==> config.mk <==
export PLATFORM = sky130hd
export DESIGN_NAME = capture_trigger_ctrl_flat
export DESIGN_NICKNAME = d
export VERILOG_FILES = /design/src/rtl/capture_trigger_ctrl_if.sv /design/src/rtl/capture_trigger_ctrl.sv /design/src/flat_wrapper.sv
export SDC_FILE = /design/constraint.sdc
export NUM_CORES = 1
export LEC_CHECK = 0
export CORE_MARGIN = 2
export CORE_UTILIZATION = 31
export DETAILED_ROUTE_END_ITERATION = 12
export PLACE_DENSITY = 0.56
export SYNTH_ARGS = -nofsm -noshare
export SYNTH_HDL_FRONTEND = slang
export SYNTH_SLANG_ARGS = --single-unit
==> constraint.sdc <==
create_clock -name adc_sampleclk -period 2.4 [get_ports adc_sampleclk]
set_input_delay 0.36 -clock adc_sampleclk [delete_from_list [all_inputs] [get_ports adc_sampleclk]]
set_output_delay 0.36 -clock adc_sampleclk [all_outputs]
set_load 0.005 [all_outputs]
==> src/rtl/capture_trigger_ctrl_if.sv <==
// Capture handshake between the trigger sequencer and the ADC sample FIFO block.
// The sequencer drives go and the per-sample trigger status bit; the FIFO returns stop.
interface capture_trigger_ctrl_if;
  logic adc_capture_go;
  logic adc_capture_stop;
  logic adc_trig_status;

  modport master (
    output adc_capture_go,
    output adc_trig_status,
    input  adc_capture_stop
  );

  modport slave (
    input  adc_capture_go,
    input  adc_trig_status,
    output adc_capture_stop
  );
endinterface

==> src/rtl/capture_trigger_ctrl.sv <==
// Capture sequencer: arms on a host request, qualifies the external trigger,
// waits a post-trigger offset, then holds capture-go until the FIFO block signals stop.
module capture_trigger_ctrl #(
  parameter int OFFSET_WIDTH = 32,
  parameter int COUNT_WIDTH  = 16
) (
  input  logic                    adc_sampleclk,
  input  logic                    reset_i,
  input  logic                    arm_i,
  input  logic                    abort_i,
  input  logic                    trigger_now_i,
  input  logic                    ext_trig_i,
  input  logic [1:0]              trig_mode_i,
  input  logic [OFFSET_WIDTH-1:0] trig_offset_i,
  capture_trigger_ctrl_if.master  fifo_if,
  output logic                    armed_o,
  output logic                    capture_done_o,
  output logic [COUNT_WIDTH-1:0]  trig_count_o,
  output logic [2:0]              state_o
);

  typedef enum logic [2:0] {
    IDLE    = 3'd0,
    ARMED   = 3'd1,
    DELAY   = 3'd2,
    CAPTURE = 3'd3,
    DONE    = 3'd4
  } state_e;

  state_e                  state_q, state_d;
  logic [OFFSET_WIDTH-1:0] cnt_q, cnt_d;
  logic [COUNT_WIDTH-1:0]  count_q, count_d;
  logic                    trigSync1_q, trigS_q, trigD_q;
  logic                    arm_q;
  logic                    capSeen_q;
  logic                    go_q, armed_q, done_q, status_q;

  logic armRise;
  logic trigEvent;
  logic fire;

  assign armRise = arm_i & ~arm_q;
  assign fire    = trigEvent | trigger_now_i;

  always_comb begin
    trigEvent = 1'b0;
    unique case (trig_mode_i)
      2'b00:   trigEvent = trigS_q & ~trigD_q;
      2'b01:   trigEvent = ~trigS_q & trigD_q;
      2'b10:   trigEvent = trigS_q;
      default: trigEvent = ~trigS_q;
    endcase
  end

  // Abort overrides everything, including a trigger landing in the same cycle.
  always_comb begin
    state_d = state_q;
    cnt_d   = cnt_q;
    count_d = count_q;
    if (abort_i) begin
      state_d = IDLE;
    end else begin
      unique case (state_q)
        IDLE: begin
          if (armRise) state_d = ARMED;
        end
        ARMED: begin
          if (fire) begin
            if (count_q != {COUNT_WIDTH{1'b1}}) count_d = count_q + COUNT_WIDTH'(1);
            if (trig_offset_i == '0) begin
              state_d = CAPTURE;
            end else begin
              cnt_d   = trig_offset_i;
              state_d = DELAY;
            end
          end
        end
        DELAY: begin
          if (cnt_q == OFFSET_WIDTH'(1)) state_d = CAPTURE;
          else                           cnt_d   = cnt_q - OFFSET_WIDTH'(1);
        end
        CAPTURE: begin
          // The FIFO's stop is registered, so it is blanked on the first capture cycle.
          if (capSeen_q && fifo_if.adc_capture_stop) state_d = DONE;
        end
        DONE: begin
          if (armRise) state_d = ARMED;
        end
        default: state_d = IDLE;
      endcase
    end
  end

  always_ff @(posedge adc_sampleclk) begin
    if (reset_i) begin
      state_q     <= IDLE;
      cnt_q       <= '0;
      count_q     <= '0;
      trigSync1_q <= 1'b0;
      trigS_q     <= 1'b0;
      trigD_q     <= 1'b0;
      arm_q       <= 1'b0;
      capSeen_q   <= 1'b0;
      go_q        <= 1'b0;
      armed_q     <= 1'b0;
      done_q      <= 1'b0;
      status_q    <= 1'b0;
    end else begin
      state_q     <= state_d;
      cnt_q       <= cnt_d;
      count_q     <= count_d;
      trigSync1_q <= ext_trig_i;
      trigS_q     <= trigSync1_q;
      trigD_q     <= trigS_q;
      arm_q       <= arm_i;
      capSeen_q   <= (state_q == CAPTURE);
      go_q        <= (state_d == CAPTURE);
      armed_q     <= (state_d == ARMED);
      done_q      <= (state_d == DONE);
      status_q    <= trig_mode_i[0] ? ~trigS_q : trigS_q;
    end
  end

  assign fifo_if.adc_capture_go  = go_q;
  assign fifo_if.adc_trig_status = status_q;
  assign armed_o                 = armed_q;
  assign capture_done_o          = done_q;
  assign trig_count_o            = count_q;
  assign state_o                 = state_q;

endmodule

==> src/flat_wrapper.sv <==
// flat-port wrapper written by rule: the top's interface ports become plain ports
module capture_trigger_ctrl_flat 
#(
  parameter int OFFSET_WIDTH = 32,
  parameter int COUNT_WIDTH  = 16
)
  (adc_sampleclk, reset_i, arm_i, abort_i, trigger_now_i, ext_trig_i, trig_mode_i, trig_offset_i, armed_o, capture_done_o, trig_count_o, state_o, fifo_if_adc_capture_go, fifo_if_adc_trig_status, fifo_if_adc_capture_stop);
  capture_trigger_ctrl_if fifo_if_i ();
  input  logic adc_sampleclk;
  input  logic reset_i;
  input  logic arm_i;
  input  logic abort_i;
  input  logic trigger_now_i;
  input  logic ext_trig_i;
  input  logic [1:0] trig_mode_i;
  input  logic [OFFSET_WIDTH-1:0] trig_offset_i;
  output logic armed_o;
  output logic capture_done_o;
  output logic [COUNT_WIDTH-1:0] trig_count_o;
  output logic [2:0] state_o;
  output wire logic [$bits(fifo_if_i.adc_capture_go)-1:0] fifo_if_adc_capture_go;
  output wire logic [$bits(fifo_if_i.adc_trig_status)-1:0] fifo_if_adc_trig_status;
  input wire logic [$bits(fifo_if_i.adc_capture_stop)-1:0] fifo_if_adc_capture_stop;
  assign fifo_if_adc_capture_go = fifo_if_i.adc_capture_go;
  assign fifo_if_adc_trig_status = fifo_if_i.adc_trig_status;
  assign fifo_if_i.adc_capture_stop = fifo_if_adc_capture_stop;
  capture_trigger_ctrl #(.OFFSET_WIDTH(OFFSET_WIDTH), .COUNT_WIDTH(COUNT_WIDTH)) u_core (.adc_sampleclk(adc_sampleclk), .reset_i(reset_i), .arm_i(arm_i), .abort_i(abort_i), .trigger_now_i(trigger_now_i), .ext_trig_i(ext_trig_i), .trig_mode_i(trig_mode_i), .trig_offset_i(trig_offset_i), .fifo_if(fifo_if_i), .armed_o(armed_o), .capture_done_o(capture_done_o), .trig_count_o(trig_count_o), .state_o(state_o));
endmodule
Yosys cells after proc, flatten, opt, wreduce, memory -nomap -nowiden
Cells that the tools add are included.
Cells by class
  mux-type cells: 13
  reductions and logical operators: 8
  $add $sub $neg: 2
  bitwise logic cells: 8
  equality and inequality tests: 14
Operators by type and width (count)
  $mux 32: 3
  $pmux 32 s2: 1
  $eq 32x1->1 const B: 1
  $logic_not 32->1: 1
  $sub 32x1->32 const B: 1
  $add 16x1->16 const B: 1
  $ne 16x16->1 const B: 1
  $mux 3: 5
  $pmux 3 s4: 1
  $eq 3x2->1 const B: 3
  $eq 3x1->1 const B: 2
  $eq 3x3->1 const B: 2
  $reduce_and 5->1: 1
  $ne 2x2->1 const B: 2
  $not 1->1: 4
  $reduce_and 4->1: 1
  $and 1x1->1: 3
  $logic_not 3->1: 1
  $pmux 1 s3: 1
  $eq 2x1->1 const B: 1
  $eq 2x2->1 const B: 1
  $logic_not 2->1: 1
  $mux 1: 2
  $ne 2x1->1 const B: 1
  4 further kinds: 4
Storage, ports and cells
  output and inout port bits: 23
  bits of input ports: 41
  word-level logic and storage cells: 57
  register bits after elaboration: 60

Logic depth before layout (Yosys ltp)
Gate-level depths: netlist of the first run.
  depth in word-level cells: 8
  gate-level depth with buffers: 8
  gate-level depth less buffers: 7

Least setup slack after synthesis of the first run
No wires, ideal clock.
  kind: reg-to-reg
  from: register u_core.cnt_q[25]
  to: register u_core.cnt_q[19]
  data arrival time: 2.241 ns
  required time: 2.256 ns
  path slack: 0.015 ns
  clock period less this slack: 2.385 ns
  cell stages (with the launch flop): 8
  cells stage by stage: dfxtp_1 or3_4 or4_4 or4_4 o211a_2 buf_2 a21oi_1 a211oi_2
Between the ends
  cells in the longest elaborated chain, start to end: 3
RTL lines
  start: declaration: line capture_trigger_ctrl.sv:31  | logic [OFFSET_WIDTH-1:0] cnt_q, cnt_d;
  start signal: assignment: line capture_trigger_ctrl.sv:110  | cnt_q <= cnt_d;
  $eq 32x1->1: line capture_trigger_ctrl.sv:79  | if (cnt_q == OFFSET_WIDTH'(1)) state_d = CAPTURE;
  $ne 2x2->1 (no source line)
  $reduce_and 5->1 (no source line)
Every way passes these cells.
A chain may end at the register's enable or synchronous reset.

Final worst setup path of the first run
Same ends and word-level chain as after synthesis.

==> results of run 1 <==
[cells by family after synthesis]
logic type      synth area share
flops                     0.3522
fa+ha+maj                0.01101
xor+xnor                 0.02568
compound gates            0.2773
buf+inv                  0.04585
mux                     0.002935
simple gates              0.2850
[layer usage]
layer | vias to the layer above | wire (um) | track usage
met5 | - | 0 | 0
met4 | 0 | 287 | 0.07784
met3 | 18 | 506 | 0.03347
met2 | 88 | 4474 | 0.2609
met1 | 1673 | 4604 | 0.2324
li1 | 1806 | - | -
[how the worst max path moves through the flow]
| stage | start | to | slack (ns) | cells past startpoint |
|---|---|---|---|---|
| 2_1_floorplan | u_core.cnt_q[25] | u_core.cnt_q[19] | 0.01 | 7 |
| 3_3_place_gp | trig_offset_i[25] | u_core.cnt_q[31] | -0.19 | 8 |
| 3_5_place_dp | trig_offset_i[25] | u_core.cnt_q[31] | -0.18 | 8 |
| 4_1_cts | u_core.cnt_q[25] | u_core.cnt_q[31] | 0.08 | 7 |
| 5_1_grt | u_core.cnt_q[25] | u_core.cnt_q[19] | 0.02 | 7 |
| 6_report | u_core.cnt_q[25] | u_core.cnt_q[19] | 0.07 | 7 |
[report_power, final]
group | internal (W) | leakage (nW) | switching, W | total, W
sequential | 0.00102 | 0.486 | 0.0000195 | 0.00104
clock | 0.000585 | 0.102 | 0.000426 | 0.00101
combinational | 0.000226 | 1.12 | 0.000259 | 0.000485
total | 0.00183 | 1.71 | 0.000705 | 0.00253
[placed cells by master, fill, tap and decap left out, drive strengths merged, types with 5 or more instances in the layout]
cell / count
o31ai: 9
nand3: 13
xor2: 5
xnor2: 5
or3: 12
dfxtp: 60
nand2: 58
nand4: 10
nor2b: 6
inv: 5
clkbuf: 10
buf: 56
nor2: 40
and3: 5
clkdlybuf4s50: 62
nor4: 15
a21oi: 46
o21ai: 44
nor3: 12
a211oi: 9
[state kept, by name, indices dropped and copies added, names as in the netlist]
signal                          cells
u_core.cnt_q                       32
u_core.trig_count_o                16
u_core.state_o                      3
u_core.arm_q                        1
u_core.armed_o                      1
u_core.capSeen_q                    1
u_core.capture_done_o               1
u_core.fifo_if.adc_capture_go       1
u_core.fifo_if.adc_trig_status      1
u_core.trigD_q                      1
u_core.trigS_q                      1
u_core.trigSync1_q                  1
[critical path: cells and delay by family, from the launching register on]
kind | cells | cell delay (ns)
and+or+nand+nor | 3 | 1.28
buffers and inverters | 1 | 0.19
DFF | 1 | 0.31
AOI/OAI and AO/OA | 3 | 0.40
[metrics by stage]
stage | hold slack [ns] | total power (W) | worst slack, ns
4_1_cts | 0.3101 | 0.002558 | 0.07683
5_1_grt | 0.3384 | 0.002654 | 0.02253
3_3_place_gp | 0.4276 | 0.001531 | -0.1879
6_report | 0.3278 | 0.002533 | 0.06810
2_1_floorplan | 0.4138 | 0.001305 | 0.01463
3_5_place_dp | 0.4359 | 0.001535 | -0.1838
[layout make-up]
class / count / area (um^2)
well taps: 140 / 175.2
clock buffers: 10 / 127.6
clock inverters: 6 / 88.84
fillers: 1096 / 6013
flip-flops and latches: 60 / 1202
multi-input cells: 343 / 2091
repair buffers: 118 / 1076
inverters: 5 / 18.77
[repair_timing]
| item | in CTS | in global routing |
|---|---|---|
| endpoints found under the setup margin | 11 | 8 |
| gates resized for setup | 7 | 2 |
| pin swaps | 1 | 0 |
| hold buffers | 0 | 0 |
==> flow_metrics.tcl, run 1 <==
set metrics [dict create \
    outcome "finished clean" \
    yosysMostFrequentCell "dfxtp_1" \
    clock_path_buffers 2 \
    finalHoldViolations 0 \
    final_cells 682 \
    cp-end-kind "flop" \
    avgSynthCellArea_um2 7.823 \
    port_buffers 63 \
    setup_viol 0 \
    tns_ns 0 \
    required_ns 2.59 \
    worst-slew-pin-transition_ns 0.7367 \
    worstHoldPathCells 4 \
    drive_gt1_frac 0.2232 \
    viasPerCell 5.257 \
    synth_ff_type "dfxtp_1" \
    route.detailed.drc 0 \
    diodes 0 \
    cts_sinks 60 \
    die_w_um 108.9 \
    drt_iter0_markers 182 \
    reg2reg_setup_slack_ns 0.07 \
    placedCellCount 666 \
    rsz0062_at_grt "no" \
    r2r_start "u_core.cnt_q[25]" \
    grt_pass1_wl_um 16040 \
    slowest_delay_ns 0.47 \
    routedWlPerCell_um 14.48 \
    p_per_area_nw_per_um2 530.0 \
    cp-start-kind "flop" \
    num_rows 38 \
    critPathKind "flop to flop" \
    syn_inst 436 \
    p_leak_nw 1.710 \
    die_h_um 108.9 \
    synth_warnings 0 \
    route.vias.total 3585 \
    place_congestion 0.8154 \
    antenna_found_initial 0 \
    fin_crit_ns 2.332 \
    ios 64 \
    worstPathMaxFanout 40 \
    grt_max_degree 64 \
    synthTopCellsByArea "dfxtp_1, nand2_1, a21oi_1" \
    crit_arrival_ns 2.53 \
    syn_area_um2 3411 \
    ys_ff_latch 60 \
    fin_skew_ns 0.01244 \
    place_area_um2 4529 \
    grt.overflow.total 0 \
    hold_path_class "primary input to flop" \
    htreeDepth 3 \
    seq_area_frac_synth 0.3522 \
    worst_hold_path.endpoint "u_core.state_o[2]" \
    ir_drop_v 0.0003305 \
    min_period_over_period 0.9716 \
    layout.nets 581 \
    die_area_um2 11860 \
    min-delay-start "reset_i" \
    reg2regPathDepth 7 \
    synth_cell_types 57 \
    post-route-util 0.4428 \
    path_clk_slew_ns 0.07 \
    core_area_um2 10790 \
    cpMostUsedCell "or4_4" \
    post_cts_buffers 0 \
    syn_to_final_growth_pct 40.13 \
    synth_top_area_cell "dfxtp_1" \
    synth_top_cell_area_share 0.3522 \
    final_area_um2 4780 \
    numCtsBuffers 9 \
    initial_utilization 0.3160 \
    maxSlewHeadroom 0.5089 \
    place_hpwl_um 6986 \
    first_pass_iters 4 \
    cts_root_buf "clkbuf_8" \
    finalWirelength_um 9874 \
    synth_edf_count 0 \
    grtUsageTotal 0.1711 \
    grt_pass1_vias 3267 \
    r2r-end "u_core.cnt_q[19]" \
    path_cells "or3_4 -> or4_4 -> or4_4 -> o211a_2 -> buf_12 -> a21oi_2 -> a211oi_2" \
    slew_viol_final 0 \
    drt.antenna.violating_nets 0 \
    worst_path_max_delay_cell "or4_4" \
    synthesis.nets 480 \
    fmax_ghz 0.4288 \
    synthTopCellsByCount "dfxtp_1, nand2_1, nor2_1" \
    clk_latency_ns 0.35 \
    cts_tree "yes" \
    async_flop_share 0 \
    cap_violations 0 \
]
No activity file was read; power rests on OpenSTA's default activity.
==> inputs of run 2 (changes only) <==
Settings changed: PLACE_DENSITY 0.56 to unset, PLACE_DENSITY_LB_ADDON set to 0.2, SETUP_SLACK_MARGIN set to 0.15, SKIP_CTS_REPAIR_TIMING set to 1.
==> run 2 against run 1 <==
  * Cell count rose by 0.59%
  * Sequential power barely moved
  * Hold slack improved by 0.050 ns
  * Utilization rose by 1.6 points
  * Largest cell class unchanged
  * Total power fell by 0.99%
  * Via count rose by 2.3%
  * Cell area rose by 3.6%
==> flow_metrics.tcl, run 2 (same netlist as run 1, synthesis figures left out) <==
set metrics [dict create \
    final_area_um2 4954 \
    htreeDepth 3 \
    syn_to_final_growth_pct 45.23 \
    cts_sinks 60 \
    setup_slack_ns 0.08850 \
    nFillCells 1088 \
    layout.nets 585 \
    rsz0062_at_grt "yes" \
    finalHoldViolations 0 \
    route.vias.total 3668 \
    worst_hold_path.endpoint "u_core.trig_count_o[9]" \
    hold_path_class "primary input to flop" \
    worst_path_max_delay_cell "or4_4" \
    cts_root_buf "clkbuf_8" \
    cp_top_family "simple AND/OR/NAND/NOR gates" \
    r2r_start "u_core.cnt_q[25]" \
    drive_gt1_frac 0.2766 \
    final_common_cell "clkdlybuf4s50_1" \
    finalWirelength_um 10390 \
    grt_pass1_vias 3380 \
    ios 64 \
    port_buffers 63 \
    outcome "finished clean" \
    maxSlewHeadroom 0.4801 \
    die_w_um 108.9 \
    path_cells "or3_4 -> or4_4 -> or4_4 -> o211a_4 -> buf_6 -> a221oi_2" \
    fmax_ghz 0.4326 \
    grt_max_degree 36 \
    core_area_um2 10790 \
    cp_num_buf_inv 1 \
    r2r-end "u_core.cnt_q[15]" \
    use_met3 0.03168 \
    cp-start-kind "flop" \
    ir_drop_v 0.0002121 \
    numCtsBuffers 9 \
    reg2regPathDepth 6 \
    num_rows 38 \
    required_ns 2.67 \
    drt_iter0_markers 164 \
    top_register "u_core.cnt_q" \
    routedWlPerCell_um 15.15 \
    final_cell_mix "clkdlybuf4s50_1, dfxtp_1, nand2_1" \
    largest_reg_flops 32 \
    p_leak_nw 1.753 \
    place_hpwl_um 7159 \
    reg2reg_setup_slack_ns 0.09 \
    fin_skew_ns 0.01049 \
    antenna_found_initial 0 \
    die_h_um 108.9 \
    first_pass_iters 4 \
    cp-end-kind "flop" \
    fin_hold_ws_ns 0.3774 \
    path_clk_slew_ns 0.08 \
    route.detailed.drc 0 \
    clk_latency_ns 0.35 \
    cap_violations 0 \
    cts_tree "yes" \
    fin_crit_ns 2.312 \
    worstHoldPathCells 2 \
    diodes 0 \
    worst-slew-pin-transition_ns 0.7799 \
    die_area_um2 11860 \
    worstPathMaxFanout 6 \
    post-route-util 0.4590 \
    pre_cts_slack_ns -0.2841 \
    min_period_over_period 0.9631 \
    grt_pass1_wl_um 16190 \
    clock_path_buffers 2 \
    slowest_delay_ns 0.51 \
    p_per_area_nw_per_um2 506.3 \
    place_area_um2 4543 \
    tns_ns 0 \
    grt.overflow.total 0 \
    min-delay-start "reset_i" \
    critPathKind "flop to flop" \
    setup_viol 0 \
    crit_arrival_ns 2.58 \
    cpMostUsedCell "or4_4" \
    globalRouteMet1Util 0.2182 \
    slew_viol_final 0 \
    initial_utilization 0.3160 \
    met2_usage 0.2977 \
    place_congestion 0.8013 \
    grtUsageTotal 0.1725 \
    drt.antenna.violating_nets 0 \
    viasPerCell 5.347 \
    grt-busiest-layer "met2" \
]
-- run 2: cell count changes in the layout (fill, tap and decap cells not counted), sizes merged --
cell and delta:
clkinv +1, o211a +3, clkbuf -1, inv +1, buf +1, bufinv -1
-- run 2: through the flow --
step / power, W / std cells
final: 0.002508 / 686
after global routing: 0.002616 / 686
after CTS: 0.002494 / 681
after detailed placement: 0.001536 / 665
after global placement: 0.001534 / 665
after floorplan: 0.001311 / 436
-- run 2: how the worst max path moves through the flow --
stage	start	end	slack, ns	cells past startpoint
floorplan	u_core.cnt_q[8]	u_core.cnt_q[18]	0.16	7
global placement	trig_offset_i[1]	u_core.cnt_q[15]	-0.26	7
detailed placement	trig_offset_i[1]	u_core.cnt_q[15]	-0.28	7
CTS	u_core.cnt_q[25]	u_core.cnt_q[15]	0.02	6
global route	u_core.cnt_q[25]	u_core.cnt_q[15]	0.03	6
finish	u_core.cnt_q[25]	u_core.cnt_q[15]	0.09	6
-- run 2: report_power, final --
part           internal (W)  switching [W]
sequential          0.00102      0.0000216
clock              0.000484       0.000466
combinational      0.000235       0.000284
-- run 2: final cells by class --
class,instances,area (um^2),area share
multi-input combinational,346,2275,0.4592
timing repair buffer,119,1081,0.2182
clock inverter,7,76.32,0.01541
sequential,60,1204,0.2430
clock buffer,9,123.9,0.02501
inverter,5,18.77,0.003789
tap,140,175.2,0.03536
-- run 2: worst reg2reg max path, cell delays in order, from the launching register on --
cell and delay (ns):
dfxtp_2 0.32, or3_4 0.39, or4_4 0.43, or4_4 0.51, o211a_4 0.23, buf_6 0.13
a221oi_2 0.22
-- run 2: metal layers --
layer / part of all wire / wire length [um] / vias to the layer above
met2: 0.49 / 5094 / 75
met4: 0.018 / 183 / 0
li1: - / - / 1824
met3: 0.036 / 378 / 17
met5: 0 / 0 / -
met1: 0.46 / 4737 / 1752
==> patch, RTL diff (settings of run 1) <==
`OFFSET_WIDTH` is set to 32 in 2 places; all go to 64.
--- a/src/rtl/capture_trigger_ctrl.sv
+++ b/src/rtl/capture_trigger_ctrl.sv
@@ -1,7 +1,7 @@
 // Capture sequencer: arms on a host request, qualifies the external trigger,
 // waits a post-trigger offset, then holds capture-go until the FIFO block signals stop.
 module capture_trigger_ctrl #(
-  parameter int OFFSET_WIDTH = 32,
+  parameter int OFFSET_WIDTH = 64,
   parameter int COUNT_WIDTH  = 16
 ) (
   input  logic                    adc_sampleclk,
--- a/src/flat_wrapper.sv
+++ b/src/flat_wrapper.sv
@@ -1,7 +1,7 @@
 // flat-port wrapper written by rule: the top's interface ports become plain ports
 module capture_trigger_ctrl_flat 
 #(
-  parameter int OFFSET_WIDTH = 32,
+  parameter int OFFSET_WIDTH = 64,
   parameter int COUNT_WIDTH  = 16
 )
   (adc_sampleclk, reset_i, arm_i, abort_i, trigger_now_i, ext_trig_i, trig_mode_i, trig_offset_i, armed_o, capture_done_o, trig_count_o, state_o, fifo_if_adc_capture_go, fifo_if_adc_trig_status, fifo_if_adc_capture_stop);
Interface: changed (resized trig_offset_i); port bits go from 64 to 96. The function was not compared with the original's and may differ.
==> patch against run 1 <==
- synthesized cell count grew 69%
- critical path type is now primary input to flip-flop
- first-iteration DRC count grew to 3.6 times the old value
- setup slack gained 18 ps
- sequential power grew 52%
- power grew 69%
- cell area grew 74%
- synthesized area grew 71%
- count of clock-buffer cells in the layout shrank 1
- clock skew shrank 4.3 ps
- clock power grew 56%
- sequential cell count grew 32
- routed wire length grew 110%
- non-clock buffer count grew 100
==> patch: results <==
{
  "timing.rr.start": "u_core.cnt_q[16]",
  "clock_area_share_pct": 3.789,
  "multi_input_area_sq_um": 3792,
  "fin_skew_ps": 8.182,
  "nNonClkBuffers": 218,
  "cp_max_fo": 16,
  "cts-root-buf": "clkbuf_16",
  "inverters": 16,
  "ff2ff_setup_slack_ps": 160,
  "largest_reg_flops": 64,
  "yosys-mux-area-fraction_pct": 0.1719,
  "multi_input_cells": 564,
  "grt_pass1_vias": 6201,
  "p_leak_nw": 3.051,
  "wl_mm": 21.02,
  "cts_sinks": 92,
  "synth_fa_ha_area_share_pct": 0.6446,
  "max_slew.worst_pin.slew_ps": 601.0,
  "nFillCells": 1856,
  "status": "finished, final reports clean",
  "ys_seq_area_share_pct": 31.63,
  "drive_above_1_share_pct": 20.75,
  "synth_fp_nets": 813,
  "dp_hpwl_mm": 14.27,
  "cp.arrival_ps": 2590,
  "dp_slack_ps": -709.8,
  "drtPass1Iterations": 5,
  "cp-endpoint": "u_core.cnt_q[17]",
  "use_met2_pct": 32.89,
  "synth_cell_types": 70,
  "synth_common_cells": "92 x dfxtp_1, 74 x nor2_1, 49 x nand2_1",
  "nets": 977,
  "bufAreaShareNonClock_pct": 24.26,
  "r2r_cells": 8,
  "antenna_found_initial": 0,
  "finalHoldWorstSlack_ps": 451.2,
  "synth_xor_xnor_area_share_pct": 2.256,
  "routabilityCongestion": 0.8285,
  "fin_crit_ps": 2314,
  "track_usage_pct": 20.89,
  "sh_seq_area_pct": 22.14,
  "synthTopCellsByArea": "dfxtp_1 32%, o31ai_1 5.3%, nor2_1 4.8%, a21oi_1 3.6%, nor3_1 3.3%",
  "portBuffers": 95,
  "irDropWorstVdd_mv": 0.3934,
  "met3_usage_pct": 3.601,
  "min_to": "u_core.trigS_q",
  "worst_r2r_endpoint": "u_core.cnt_q[58]",
  "num_vias": 6539,
  "grt_max_degree": 67,
  "synth_compound_area_share_pct": 31.28,
  "min_path_cells": 1
}
## patch: cell types whose count changed after synthesis, moves of 14 or more
cell             run 1  this run
a31oi_1              3        24
clkbuf_1            20        40
dfxtp_1             60        92
nand4_1             10        24
nor2_1              40        74
nor3_1              12        38
nor4_1              14        30
o311ai_0             0        21
o31ai_1              9        41
## patch: per-stage QoR
| step | instance area (sq um) | util [%] | instances | TNS (ps) |
|---|---|---|---|---|
| 2_1_floorplan | 5823 | - | 737 | 0 |
| 3_3_place_gp | 7776 | 41.85 | 1122 | -40210 |
| 3_5_place_dp | 7776 | 41.85 | 1122 | -39620 |
| 4_1_cts | 8145 | 43.84 | 1138 | 0 |
| 5_1_grt | 8320 | 44.78 | 1140 | -215.5 |
| 6_report | 8320 | 44.78 | 1140 | 0 |
## patch: worst max-delay path, stage by stage
cell and delay, ps:
clkdlybuf4s50_1 440, nor4_2 280, buf_4 160, nand4_1 220, nor4_2 320, buf_4 170, o22ai_2 130, buf_12 190
a311o_1 270, o31ai_1 60
## patch: what timing repair did
action / 4_1_cts / 5_1_grt
setup buffers: 0 / 2
gates resized for setup: 11 / 32
setup endpoints to repair: 66 / 64
pin swaps: 1 / 7
## patch: kinds of logic (layout without fill, tap and decap cells)
logic type      Yosys count  count (layout)
simple gates            300             300
compound gates          245             245
flops                    92              92
buf+inv                  81             250
xor+xnor                 15              15
fa+ha+maj                 3               3
mux                       1               1
## patch: power breakdown
part / total [W] / switching [W] / internal, W
Clock: 0.00158 / 0.000744 / 0.000838
Sequential: 0.00158 / 0.0000271 / 0.00155
Combinational: 0.00112 / 0.000617 / 0.000499
Total: 0.00428 / 0.00139 / 0.00289
## patch: routing by layer
metal	vias up	part of all wire, %
met1	3106	48
li1	3223	-
met4	0	0.95
met3	10	4.9
met5	-	0
met2	200	46
